[config.mk]
export PLATFORM = sky130hd
export DESIGN_NAME = knn_vote_seq
export DESIGN_NICKNAME = d
export VERILOG_FILES = /design/src/rtl/knn_vote_seq.sv
export SDC_FILE = /design/constraint.sdc
export NUM_CORES = 1
export LEC_CHECK = 0
export ABC_AREA = 1
export BUFFER_PORTS_ARGS = -buffer_cell sky130_fd_sc_hd__buf_2
export CORE_MARGIN = 2
export CORE_UTILIZATION = 35
export CTS_CLUSTER_SIZE = 40
export DETAILED_ROUTE_END_ITERATION = 10
export GPL_ROUTABILITY_DRIVEN = 0
export GPL_TIMING_DRIVEN = 0
export PLACE_DENSITY = 0.67
export SYNTH_ARGS = -nofsm -noshare
export SYNTH_HDL_FRONTEND = slang
export SYNTH_SLANG_ARGS = --single-unit
[constraint.sdc]
create_clock -name clk -period 5.6 [get_ports clk]
set_input_delay 0 -clock clk [delete_from_list [all_inputs] [get_ports clk]]
set_output_delay 0 -clock clk [all_outputs]
set_load 0.01 [all_outputs]
[src/rtl/knn_vote_seq.sv]
// Sequential k-NN majority vote: tallies labels of K neighbours one per clock, then scans classes one per clock.
// Optional KNN_VOTE_TIE_NEAREST_EN: ties resolve to the label whose first occurrence is nearest (lowest slot).
module knn_vote_seq #(
  parameter int unsigned W = 15,
  parameter int unsigned K = 4,
  parameter int unsigned L = 2
) (
  input  logic           clk,
  input  logic           rst,
  input  logic           start,
  input  logic [W*K-1:0] nn_in,
  output logic [L-1:0]   class_o,
  output logic           valid,
  output logic           busy
);

  localparam int unsigned CW = $clog2(K + 1);
  localparam int unsigned NW = (K > 1) ? $clog2(K) : 1;
  localparam int unsigned NC = 1 << L;

  typedef enum logic [1:0] {
    S_IDLE,
    S_COUNT,
    S_SCAN,
    S_DONE
  } state_t;

  state_t          r_state;
  state_t          r_state_nxt;
  logic [W-1:0]    r_nn [K];
  logic [CW-1:0]   r_tally [NC];
  logic [NW-1:0]   r_n;
  logic [L-1:0]    r_c;
  logic [CW-1:0]   r_best_tally;
  logic [L-1:0]    r_best_class;
  logic [L-1:0]    r_class;
  logic            r_valid;
  logic            r_busy;

  logic            w_accept;
  logic            w_last_slot;
  logic            w_last_class;
  logic [L-1:0]    w_label;
  logic            w_upd;

`ifdef KNN_VOTE_TIE_NEAREST_EN
  logic [NW-1:0]   r_first [NC];
  assign w_upd = (r_tally[r_c] > r_best_tally) ||
                 ((r_tally[r_c] == r_best_tally) && (r_first[r_c] < r_first[r_best_class]));
`else
  assign w_upd = (r_tally[r_c] > r_best_tally);
`endif

  assign w_label      = r_nn[r_n][W-1 -: L];
  assign w_last_slot  = (r_n == NW'(K - 1));
  assign w_last_class = (r_c == L'(NC - 1));

  assign class_o = r_class;
  assign valid   = r_valid;
  assign busy    = r_busy;

  // Next-state logic; start is honoured only in IDLE and DONE.
  always_comb begin
    r_state_nxt = r_state;
    w_accept    = 1'b0;
    case (r_state)
      S_IDLE: begin
        if (start) begin
          w_accept    = 1'b1;
          r_state_nxt = S_COUNT;
        end
      end
      S_COUNT: if (w_last_slot) r_state_nxt = S_SCAN;
      S_SCAN:  if (w_last_class) r_state_nxt = S_DONE;
      S_DONE: begin
        if (start) begin
          w_accept    = 1'b1;
          r_state_nxt = S_COUNT;
        end else begin
          r_state_nxt = S_IDLE;
        end
      end
      default: r_state_nxt = S_IDLE;
    endcase
  end

  always_ff @(posedge clk) begin
    if (rst) begin
      r_state      <= S_IDLE;
      r_n          <= '0;
      r_c          <= '0;
      r_best_tally <= '0;
      r_best_class <= '0;
      r_class      <= '0;
      r_valid      <= 1'b0;
      r_busy       <= 1'b0;
      for (int i = 0; i < int'(K); i++) r_nn[i] <= '0;
      for (int j = 0; j < int'(NC); j++) begin
        r_tally[j] <= '0;
`ifdef KNN_VOTE_TIE_NEAREST_EN
        r_first[j] <= '1;
`endif
      end
    end else begin
      r_state <= r_state_nxt;
      r_valid <= 1'b0;
      r_busy  <= (r_state_nxt == S_COUNT) || (r_state_nxt == S_SCAN);
      if (w_accept) begin
        for (int i = 0; i < int'(K); i++) r_nn[i] <= nn_in[W*i +: W];
        for (int j = 0; j < int'(NC); j++) begin
          r_tally[j] <= '0;
`ifdef KNN_VOTE_TIE_NEAREST_EN
          r_first[j] <= '1;
`endif
        end
        r_n          <= '0;
        r_c          <= '0;
        r_best_tally <= '0;
        r_best_class <= '0;
      end else if (r_state == S_COUNT) begin
`ifdef KNN_VOTE_TIE_NEAREST_EN
        if (r_tally[w_label] == '0) r_first[w_label] <= r_n;
`endif
        r_tally[w_label] <= r_tally[w_label] + CW'(1);
        r_n              <= w_last_slot ? '0 : r_n + NW'(1);
        r_c              <= '0;
      end else if (r_state == S_SCAN) begin
        if (w_upd) begin
          r_best_tally <= r_tally[r_c];
          r_best_class <= r_c;
        end
        r_c <= r_c + L'(1);
        // Final class folds straight into the output so the result is visible in DONE.
        if (w_last_class) begin
          r_class <= w_upd ? r_c : r_best_class;
          r_valid <= 1'b1;
        end
      end
    end
  end

endmodule

==> impl_metrics.csv <==
group,metric,value,unit
timing,final.setup.tns,0,ns
timing,relSlewSlack,0.630,
yosys,synth_top_area_frac,0.310,
power,p_leak,1.03,nW
grt,grt_pass1_wl,6480,µm
yosys,synth_compound_area_frac,0.0916,
yosys,synth.net_count,303,
power,intPower,489,µW
yosys,ys_types,27,
grt,grt_use_total,0.134,
worst_hold_path,hold_path_class,"in2reg",
setup_path,startpoint_type,"flop",
clock_network,path_clk_slew,0.09,ns
yosys,synth_seq_cells,39,
power,p_sw_frac,0.270,
grt,grt_overflow_total,0,
power,power_switching,181,µW
clock_network,clock_sinks,39,
setup_path,critical_path_class,"reg2reg",
clock_network,postCtsSetupBuffers,0,
routing,ant_nets,0,
timing,period_needed,2.26,ns
layout,seq_area,981,µm²
layout,multi_input_area,813,µm²
routing,routed_wirelength,3710,µm
clock_network,cts_tree,"yes",
yosys,async_flop_share,0,
floorplan,rows,27,
timing,drv_slew,0,
clock_network,cts_root_buf,"clkbuf_8",
layout,drive_gt1_frac,0.146,
floorplan,core_region_area,0.00544,mm²
placement,hpwl,2700,µm
yosys,syn-instance-count,230,
yosys,synth-simple-area-share,0.259,
yosys,synth_fa_ha_area_frac,0.0645,
power,clockPowerShare,0.355,
power,p_per_area,291,mW/mm²
timing,period_share,0.403,
layout,areaGrowthSynthToFinish,18.8,%
yosys,netlist_area,0.00194,mm²
yosys,yosysWarnings,0,
setup_path,crit_required,5.61,ns
yosys,ys_top_cells_by_count,"50 x nand2_1, 35 x nor2_1, 31 x inv_1, 20 x edfxtp_1, 19 x dfxtp_1",
placement,dp.cells,316,
routing,via_count,1531,
yosys,synth_top_family_by_area,"simple AND/OR/NAND/NOR gates",
clock_network,clk_latency,0.30,ns
routing,drc,0,
setup_path,crit_path_max_fanout,14,
layout,fillers,536,
routing,wl_per_cell,11.1,µm
floorplan,chipHeight,78.4,µm
yosys,synthXorXnorAreaFrac,0.00452,
grt,antenna_found_initial,0,
timing,rsz0062_at_grt,"false",
yosys,yosysTopAreaCell,"edfxtp_1",
yosys,synth_most_common_cell,"nand2_1",
setup_path,rrSetupSlack,3.34,ns
routing,firstDrtPassIters,4,
timing,hold_viol_final,0,
floorplan,initial_core_util,0.357,
timing,worst_pin_slew,0.554,ns
timing,setup_viol,0,
power,power_frac_comb,0.159,
layout,stdcell_count,333,
clock_network,cts_buffer_depth,2,
setup_path,timing.critical_path.arrival,2.27,ns
yosys,synth_area_leaders,"edfxtp_1 31%, dfxtp_1 20%, nand2_1 9.7%",
yosys,synth_mux_area_frac,0,
power,power.share.sequential,0.486,
yosys,yosysSeqAreaShare,0.506,
yosys,synth-edff-count,20,
yosys,synth_ff_type,"edfxtp_1",
floorplan,ioPinCount,67,
routing,drt_iter0_markers,90,
placement,port_buffers,14,
clock_network,htree_levels,2,
status,status,"finished clean",
clock_network,cts_buffers,5,
grt,grt_pass1_vias,1482,
power,peakVddDrop,0.179,mV
setup_path,crit_path_end_kind,"flop",
grt,grt_max_degree,15,
placement,placedInstanceArea,0.00210,mm²
floorplan,die_w,78.4,µm
layout,diodes,0,
layout,fin_area,0.00230,mm²
yosys,syn_area_per_cell,8.43,µm²
floorplan,die_area,0.00615,mm²
timing,fmax,0.443,GHz
layout,fin_nets,333,
run,max_cap_viol_count,0,
timing,skew,0.0129,ns
routing,vias_per_cell,4.60,
cell families (layout without fill, tap and decap cells):
logic type      Yosys count  count (layout)
simple gates            113             113
xor+xnor                  1               1
flops                    39              39
buf+inv                  36              67
fa+ha+maj                10              10
compound gates           31              31
routing by layer:
metal  wire length (µm)  track usage  vias to the layer above
met3                111       0.0345                        6
met4                 76       0.0632                        0
met2               1780        0.219                       26
li1                   -            -                      807
met5                  0            0                        -
met1               1740        0.166                      692
layout make-up:
type | instances | share of cell area
buffer | 2 | 0.00651
clock inverter | 3 | 0.0201
clock buffer | 5 | 0.0299
multi-input combinational | 155 | 0.353
tap | 72 | 0.0391
sequential | 39 | 0.426
timing repair buffer | 23 | 0.0695
inverter | 34 | 0.0565
cell usage in the layout, fill, tap and decap left out:
cell type / Yosys / layout
a22oi_1: 1 / 1
bufinv_16: 0 / 1
inv_4: 1 / 1
nor2_2: 4 / 4
xnor2_1: 1 / 1
nand2_4: 2 / 2
buf_2: 0 / 14
a211oi_1: 2 / 2
dlygate4sd3_1: 0 / 9
nand2_2: 2 / 2
nor2_1: 35 / 35
ha_1: 10 / 10
edfxtp_1: 20 / 20
nand4_1: 2 / 2
inv_1: 31 / 31
nand3_1: 14 / 14
buf_6: 1 / 1
o22ai_1: 5 / 5
o21ai_1: 1 / 1
nor2_4: 1 / 1
o211ai_1: 2 / 2
a32oi_1: 1 / 1
o21ai_0: 8 / 8
clkbuf_1: 1 / 1
dfxtp_1: 19 / 19
inv_6: 0 / 1
a21oi_1: 11 / 11
nand2_1: 50 / 50
inv_2: 2 / 2
and2_4: 1 / 1
clkinvlp_4: 0 / 1
nand3_2: 2 / 2
clkbuf_8: 0 / 5
stage by stage:
step | util | power [mW] | hold slack, ns | setup WS [ns]
2_1_floorplan | - | 0.406 | 0.0724 | 3.68
6_report | 0.424 | 0.670 | 0.0715 | 3.34
5_1_grt | 0.424 | 0.704 | 0.0921 | 3.13
4_1_cts | 0.424 | 0.679 | 0.0562 | 3.29
3_5_place_dp | 0.386 | 0.434 | 0.218 | 3.30
3_3_place_gp | 0.386 | 0.432 | 0.208 | 3.31
power by group through the flow:
stage | sequential [mW] | clock [mW] | combinational (mW)
after global routing | 0.327 | 0.256 | 0.121
after floorplan | 0.329 | 0 | 0.0768
final | 0.326 | 0.238 | 0.106
after CTS | 0.326 | 0.246 | 0.107
after global placement | 0.332 | 0 | 0.100
after detailed placement | 0.332 | 0 | 0.102
worst paths after layout:
path	start	endpoint	depth (start not counted)
min reg2reg	r_best_class[0]$_SDFFE_PP0P_	r_best_class[0]$_SDFFE_PP0P_	2
min	start	valid$_SDFF_PP0_	4
max reg2reg	r_state[0]$_SDFF_PP0_	r_tally[3][0]$_SDFFCE_PN0P_	8
max	r_state[0]$_SDFF_PP0_	r_tally[3][0]$_SDFFCE_PN0P_	8
critical path, stage by stage (launching register included):
cell     delay (ns)
dfxtp_1        0.39
inv_1          0.10
ha_1           0.29
inv_1          0.05
nand2_1        0.07
nand2_1        0.33
nor2_1         0.35
nand3_1        0.22
nand2_1        0.18
repair_timing:
| action | 4_1_cts | 5_1_grt |
|---|---|---|
| endpoints found under the hold margin | 11 | 0 |
| resized for setup | 0 | 0 |
| hold buffers | 9 | 0 |
(Power assumes the default switching activity.)
